===== src/rtl/mpu_run_ctrl.sv =====
// mpu_run_ctrl: run/halt/debug controller for the soft MPU.
// Drives a clock enable and a synchronous core reset into the datapath and
// controller, sequences a core restart, supports single-step and a PC
// breakpoint, and keeps saturating cycle and instruction counters.
module mpu_run_ctrl #(
  parameter int PC_W    = 8,
  parameter int CNT_W   = 16,
  parameter int RST_CYC = 2
) (
  input  logic             i_clk,
  input  logic             i_rst,
  input  logic             i_start,
  input  logic             i_restart,
  input  logic             i_step,
  input  logic             i_halt_in,
  input  logic             i_instr_done,
  input  logic [PC_W-1:0]  i_pc,
  input  logic             i_bp_en,
  input  logic [PC_W-1:0]  i_bp_addr,
  output logic             o_cpu_en,
  output logic             o_cpu_rst,
  output logic [2:0]       o_state,
  output logic             o_bp_hit,
  output logic [CNT_W-1:0] o_cycle_cnt,
  output logic [CNT_W-1:0] o_instr_cnt
);

  // Width of the reset-hold counter; it only ever holds RST_CYC-1 down to 0.
  localparam int RC_W = (RST_CYC > 1) ? $clog2(RST_CYC) : 1;
  localparam logic [RC_W-1:0]  RC_LOAD = RC_W'(RST_CYC - 1);
  localparam logic [CNT_W-1:0] CNT_MAX = '1;

  typedef enum logic [2:0] {
    S_IDLE  = 3'b000,
    S_RESET = 3'b001,
    S_RUN   = 3'b010,
    S_STEP  = 3'b011,
    S_PAUSE = 3'b100,
    S_HALT  = 3'b101
  } state_t;

  state_t            r_state;
  state_t            w_next;
  logic [RC_W-1:0]   r_rstCnt;
  logic              r_bpArm;
  logic              r_bpHit;
  logic [CNT_W-1:0]  r_cycleCnt;
  logic [CNT_W-1:0]  r_instrCnt;
  logic              w_bpMatch;
  logic              w_enterReset;
  logic              w_enterRun;
  logic              w_coreActive;

  assign w_bpMatch    = i_instr_done & i_bp_en & r_bpArm & (i_pc == i_bp_addr);
  assign w_enterReset = (w_next == S_RESET) && ((r_state != S_RESET) || i_restart);
  assign w_enterRun   = (w_next == S_RUN) && (r_state != S_RUN);
  assign w_coreActive = o_cpu_en & ~o_cpu_rst;

  // Registered state; rst forces IDLE immediately.
  always_ff @(posedge i_clk or posedge i_rst) begin
    if (i_rst) r_state <= S_IDLE;
    else       r_state <= w_next;
  end

  // Next-state decode; restart wins, then halt, breakpoint, start, step.
  always_comb begin
    w_next = r_state;
    if (i_restart) begin
      w_next = S_RESET;
    end else begin
      case (r_state)
        S_IDLE:  if (i_start) w_next = S_RESET;
        S_RESET: if (r_rstCnt == '0) w_next = S_RUN;
        S_RUN: begin
          if (i_halt_in)      w_next = S_HALT;
          else if (w_bpMatch) w_next = S_PAUSE;
        end
        S_PAUSE: begin
          if (i_start)     w_next = S_RUN;
          else if (i_step) w_next = S_STEP;
        end
        S_STEP: begin
          if (i_halt_in)         w_next = S_HALT;
          else if (i_instr_done) w_next = S_PAUSE;
        end
        S_HALT:  w_next = S_HALT;
        default: w_next = S_IDLE;
      endcase
    end
  end

  // Core enable/reset are a pure decode of the registered state.
  always_comb begin
    o_cpu_en  = 1'b0;
    o_cpu_rst = 1'b0;
    case (r_state)
      S_IDLE:  begin o_cpu_en = 1'b0; o_cpu_rst = 1'b1; end
      S_RESET: begin o_cpu_en = 1'b1; o_cpu_rst = 1'b1; end
      S_RUN:   begin o_cpu_en = 1'b1; o_cpu_rst = 1'b0; end
      S_STEP:  begin o_cpu_en = 1'b1; o_cpu_rst = 1'b0; end
      default: begin o_cpu_en = 1'b0; o_cpu_rst = 1'b0; end
    endcase
  end

  // Reset-hold counter: loaded on every RESET entry, counts down while in RESET.
  always_ff @(posedge i_clk or posedge i_rst) begin
    if (i_rst)                                     r_rstCnt <= '0;
    else if (w_enterReset)                         r_rstCnt <= RC_LOAD;
    else if ((r_state == S_RESET) && (r_rstCnt != '0)) r_rstCnt <= r_rstCnt - 1'b1;
  end

  // Breakpoint arm: dropped on RUN entry so a resume skips the current PC.
  always_ff @(posedge i_clk or posedge i_rst) begin
    if (i_rst)                                  r_bpArm <= 1'b0;
    else if (w_enterRun)                        r_bpArm <= 1'b0;
    else if ((r_state == S_RUN) && i_instr_done) r_bpArm <= 1'b1;
  end

  // Sticky breakpoint flag: set only on a breakpoint stop, cleared leaving PAUSE.
  always_ff @(posedge i_clk or posedge i_rst) begin
    if (i_rst)                                        r_bpHit <= 1'b0;
    else if ((r_state == S_RUN) && (w_next == S_PAUSE))   r_bpHit <= 1'b1;
    else if ((r_state == S_PAUSE) && (w_next != S_PAUSE)) r_bpHit <= 1'b0;
  end

  // Saturating cycle and instruction counters, cleared on RESET entry.
  always_ff @(posedge i_clk or posedge i_rst) begin
    if (i_rst) begin
      r_cycleCnt <= '0;
      r_instrCnt <= '0;
    end else if (w_enterReset) begin
      r_cycleCnt <= '0;
      r_instrCnt <= '0;
    end else begin
      if (w_coreActive && (r_cycleCnt != CNT_MAX))
        r_cycleCnt <= r_cycleCnt + 1'b1;
      if (i_instr_done && o_cpu_en && (r_instrCnt != CNT_MAX))
        r_instrCnt <= r_instrCnt + 1'b1;
    end
  end

  assign o_state     = r_state;
  assign o_bp_hit    = r_bpHit;
  assign o_cycle_cnt = r_cycleCnt;
  assign o_instr_cnt = r_instrCnt;

endmodule


===== config.mk =====
export PLATFORM = sky130hd
export DESIGN_NAME = mpu_run_ctrl
export DESIGN_NICKNAME = d
export VERILOG_FILES = /design/src/rtl/mpu_run_ctrl.sv
export SDC_FILE = /design/constraint.sdc
export NUM_CORES = 1
export LEC_CHECK = 0
export CELL_PAD_IN_SITES_DETAIL_PLACEMENT = 1
export CELL_PAD_IN_SITES_GLOBAL_PLACEMENT = 1
export CORE_ASPECT_RATIO = 1.5
export CORE_UTILIZATION = 37
export CTS_CLUSTER_DIAMETER = 40
export CTS_CLUSTER_SIZE = 30
export DETAILED_ROUTE_END_ITERATION = 16
export PLACE_DENSITY_LB_ADDON = 0.1
export SYNTH_ARGS = -nofsm -noshare
export SYNTH_HDL_FRONTEND = slang
export SYNTH_SLANG_ARGS = --single-unit

===== constraint.sdc =====
create_clock -name i_clk -period 2.6 [get_ports i_clk]
set_input_delay 0.65 -clock i_clk [delete_from_list [all_inputs] [get_ports i_clk]]
set_output_delay 0.65 -clock i_clk [all_outputs]
set_load 0.02 [all_outputs]

==> metrics.json, run 1 <==
{
  "run_status": "complete, no violations",
  "detail-route-antenna-nets": 0,
  "number_of_antenna_violations_at_the_first_check_in_global_routing": 0,
  "dpl_cell_area_um2": 3130,
  "worst_pin_slew_ns": 0.795,
  "cpMaxStageDelayCell": "clkdlybuf4s50_1",
  "rsz_0062_raised_after_global_routing": "no",
  "postSynthRegisterBits": 38,
  "ys_async_sr_fraction_pct": 100,
  "yosysSeqAreaShare_pct": 39.2,
  "cts_setup_buffers": 0,
  "drt-pass1-iter-count": 4,
  "dp_worst_setup_slack_ns": -0.0541,
  "synth-edff-count": 0,
  "synthToLayoutAreaGrowth_pct": 34.9,
  "multi_input_area_um2": 1340,
  "power_mw": 2.19,
  "floorplan.io_pins": 62,
  "synth_most_common_cell": "dfrtp_1",
  "die-width_um": 68.1,
  "placed_cells": 386,
  "sequential_cell_area_um2": 951,
  "finalNetCount": 345,
  "max_cap_check_violation_count": 0,
  "row_count": 35,
  "fp.dieArea_um2": 6890,
  "tightest_slew_margin_relative_to_the_limit_pct": 46.8,
  "layoutNonFillerInstCount": 394,
  "cts_sinks": 38,
  "postLayoutSetupSlackWorst_ns": 0.183,
  "timing.hold.worst.class": "reg2reg",
  "htree_depth": 2,
  "setup_viol": 0,
  "ys_types": 49,
  "wl_per_cell_um": 15.9,
  "timing.critical_path.cells": "o21ba_2, clkdlybuf4s50_1",
  "port-buffer-count": 61,
  "die_h_um": 101,
  "post-synth-top-area-cell": "dfrtp_1",
  "worstPathRequired_ns": 1.95,
  "vias_in_the_first_global_route": 2258,
  "antennaDiodeCount": 0,
  "netlist_area_um2": 2420,
  "p_per_area_nw_per_um2": 670,
  "cp_data_arrival_time_ns": 1.77,
  "drt_wl_total_um": 6280,
  "fmax_mhz": 414,
  "cts-buffers-inserted": 5,
  "setup_tns_ns": 0,
  "floorplan.core_area_um2": 6220,
  "final_min_period_over_clock_period_pct": 93.0,
  "synth.top_cells.by_area": "dfrtp_1, xnor2_1, nor3_1",
  "ys_warns": 0,
  "leakage_nw": 1.19,
  "critical_path.max_stage_delay_ns": 0.64,
  "timing.critical_path.fanout_max": 8,
  "drv_slew": 0,
  "grt_pass1_wl_um": 10700,
  "synth.top_cells.by_count": "dfrtp_1, nor3_1, xnor2_1",
  "clock_insertion_delay_worst_skew_ns": 0.30,
  "netlist_instances": 255,
  "drive_gt1_share_pct": 11.6,
  "nFillCells": 710,
  "drt_iter0_drc": 79,
  "post_synth.cell_area_avg_um2": 9.51,
  "hold_fix_buffers_cts": 0,
  "skew_ns": 0.0119,
  "end_kind": "primary output",
  "via_per_inst": 5.52,
  "grt_max_degree": 39,
  "start_util_pct": 39.0,
  "post_syn_nets": 281,
  "timing_hold_violations_final": 0,
  "cts_tree": "yes",
  "stdcell_area_um2": 3270,
  "post-route-drc-count": 0,
  "clock_period_minus_worst_slack_ns": 2.42,
  "grt_total_usage_pct": 20.3,
  "crit_type": "reg2out",
  "dp_hpwl_um": 4670,
  "routed-via-count": 2174,
  "synth_top_cell_area_share_pct": 39.2,
  "cts.path.max_buffers": 2,
  "post_cts_resize_count": 0,
  "overflow": 0,
  "clock-root-buffer": "clkbuf_8",
  "irDropWorstVdd_mv": 0.547,
  "critPathLaunchType": "flip-flop",
  "clk_transition_reported_paths_ns": 0.08,
  "gpl.final_weighted_congestion": 0.773,
  "synth_top_flop_cell": "dfrtp_1"
}
## worst max-delay path: cells and delay by family (launching register included)
| family | cells | cell delay (ns) |
|---|---|---|
| buffers and inverters | 1 | 0.64 |
| AO/OA/AOI/OAI | 1 | 0.35 |
| flip-flops | 1 | 0.48 |
## power breakdown
part | leakage (nW) | switching [mW] | internal (mW)
Sequential | 0.516 | 0.0700 | 0.640
Clock | 0.0714 | 0.220 | 0.410
Combinational | 0.605 | 0.483 | 0.371
Total | 1.19 | 0.773 | 1.42
## final timing paths
kind / from / to / slack (ns) / depth (start not counted)
setup / recovery: o_state[2]$_DFF_PP0_ / o_cpu_en / 0.18 / 2
setup reg to reg: o_instr_cnt[3]$_DFFE_PP0P_ / o_instr_cnt[5]$_DFFE_PP0P_ / 0.46 / 6
hold reg to reg: r_rstCnt$_DFFE_PP0P_ / r_rstCnt$_DFFE_PP0P_ / 0.54 / 1
max in group asynchronous: i_rst / o_instr_cnt[7]$_DFFE_PP0P_ / 1.46 / 3
hold / removal: r_rstCnt$_DFFE_PP0P_ / r_rstCnt$_DFFE_PP0P_ / 0.54 / 1
min in group asynchronous: i_rst / o_cycle_cnt[14]$_DFFE_PP0P_ / 0.78 / 3
## state kept, by name, indices dropped and copies added (netlist names)
| name | flops |
|---|---|
| o_bp_hit | 1 |
| o_state | 3 |
| r_rstCnt | 1 |
| o_cycle_cnt | 16 |
| r_bpArm | 1 |
| o_instr_cnt | 16 |
## stage by stage
| step | hold WS, ns | utilization (%) |
|---|---|---|
| detailed placement | 0.526 | 50.3 |
| floorplan | 0.478 | - |
| CTS | 0.545 | 52.6 |
| global placement | 0.535 | 50.3 |
| global route | 0.561 | 52.6 |
| finish | 0.540 | 52.6 |
## metal layers
layer  wire [µm]  vias to the layer above  GRT usage, %
li1            -                     1056             -
met4          59                        0          5.61
met2        3260                       50          34.9
met5           0                        -             0
met3         229                        4          4.05
met1        2730                     1064          25.3
## cells in the final DEF, fill, tap and decap left out, types with 2 or more instances in the layout
| cell type | n |
|---|---|
| nand3_1 | 8 |
| xor2_1 | 9 |
| a211oi_1 | 10 |
| buf_4 | 10 |
| nand4_1 | 6 |
| and4_1 | 6 |
| inv_1 | 11 |
| ha_1 | 2 |
| o21ai_0 | 5 |
| and3_1 | 3 |
| nand2_1 | 18 |
| clkbuf_8 | 6 |
| a2111oi_2 | 3 |
| dfrtp_1 | 38 |
| nor2_1 | 11 |
| nor4_2 | 3 |
| a21oi_1 | 9 |
| nand2b_1 | 4 |
| xnor2_1 | 23 |
| nor3_1 | 33 |
| nor3b_1 | 2 |
| bufinv_16 | 2 |
| clkdlybuf4s50_1 | 61 |
| o21ba_2 | 2 |
| mux2i_1 | 4 |
| nor4_1 | 6 |
## logic make-up after synthesis
logic type	count (synthesis)	share of synthesized area, %
compound gates	40	13.3
xor+xnor	32	11.6
fa+ha+maj	2	1.03
buf+inv	26	5.57
flops	38	39.2
mux	4	1.65
simple gates	113	27.7
## layout make-up
type,instances,area share [%]
multi-input cells,191,40.9
well taps,74,2.83
inverters,11,1.26
clock buffers,6,2.52
clock inverters,2,1.84
repair buffers,72,21.6
flip-flops and latches,38,29.1
(Power assumes the default switching activity.)
==> run 2: changes to the inputs <==
Settings changed: CAP_MARGIN set to 20, GPL_ROUTABILITY_DRIVEN set to 0.
==> results of run 2 <==
Same layout as run 1: the final DEF is identical, and so are final timing and power.
==> run 3: changes to the inputs <==
Settings changed: TNS_END_PERCENT set to 100.
==> results of run 3 <==
Same layout as run 1: the final DEF is identical, and so are final timing and power.
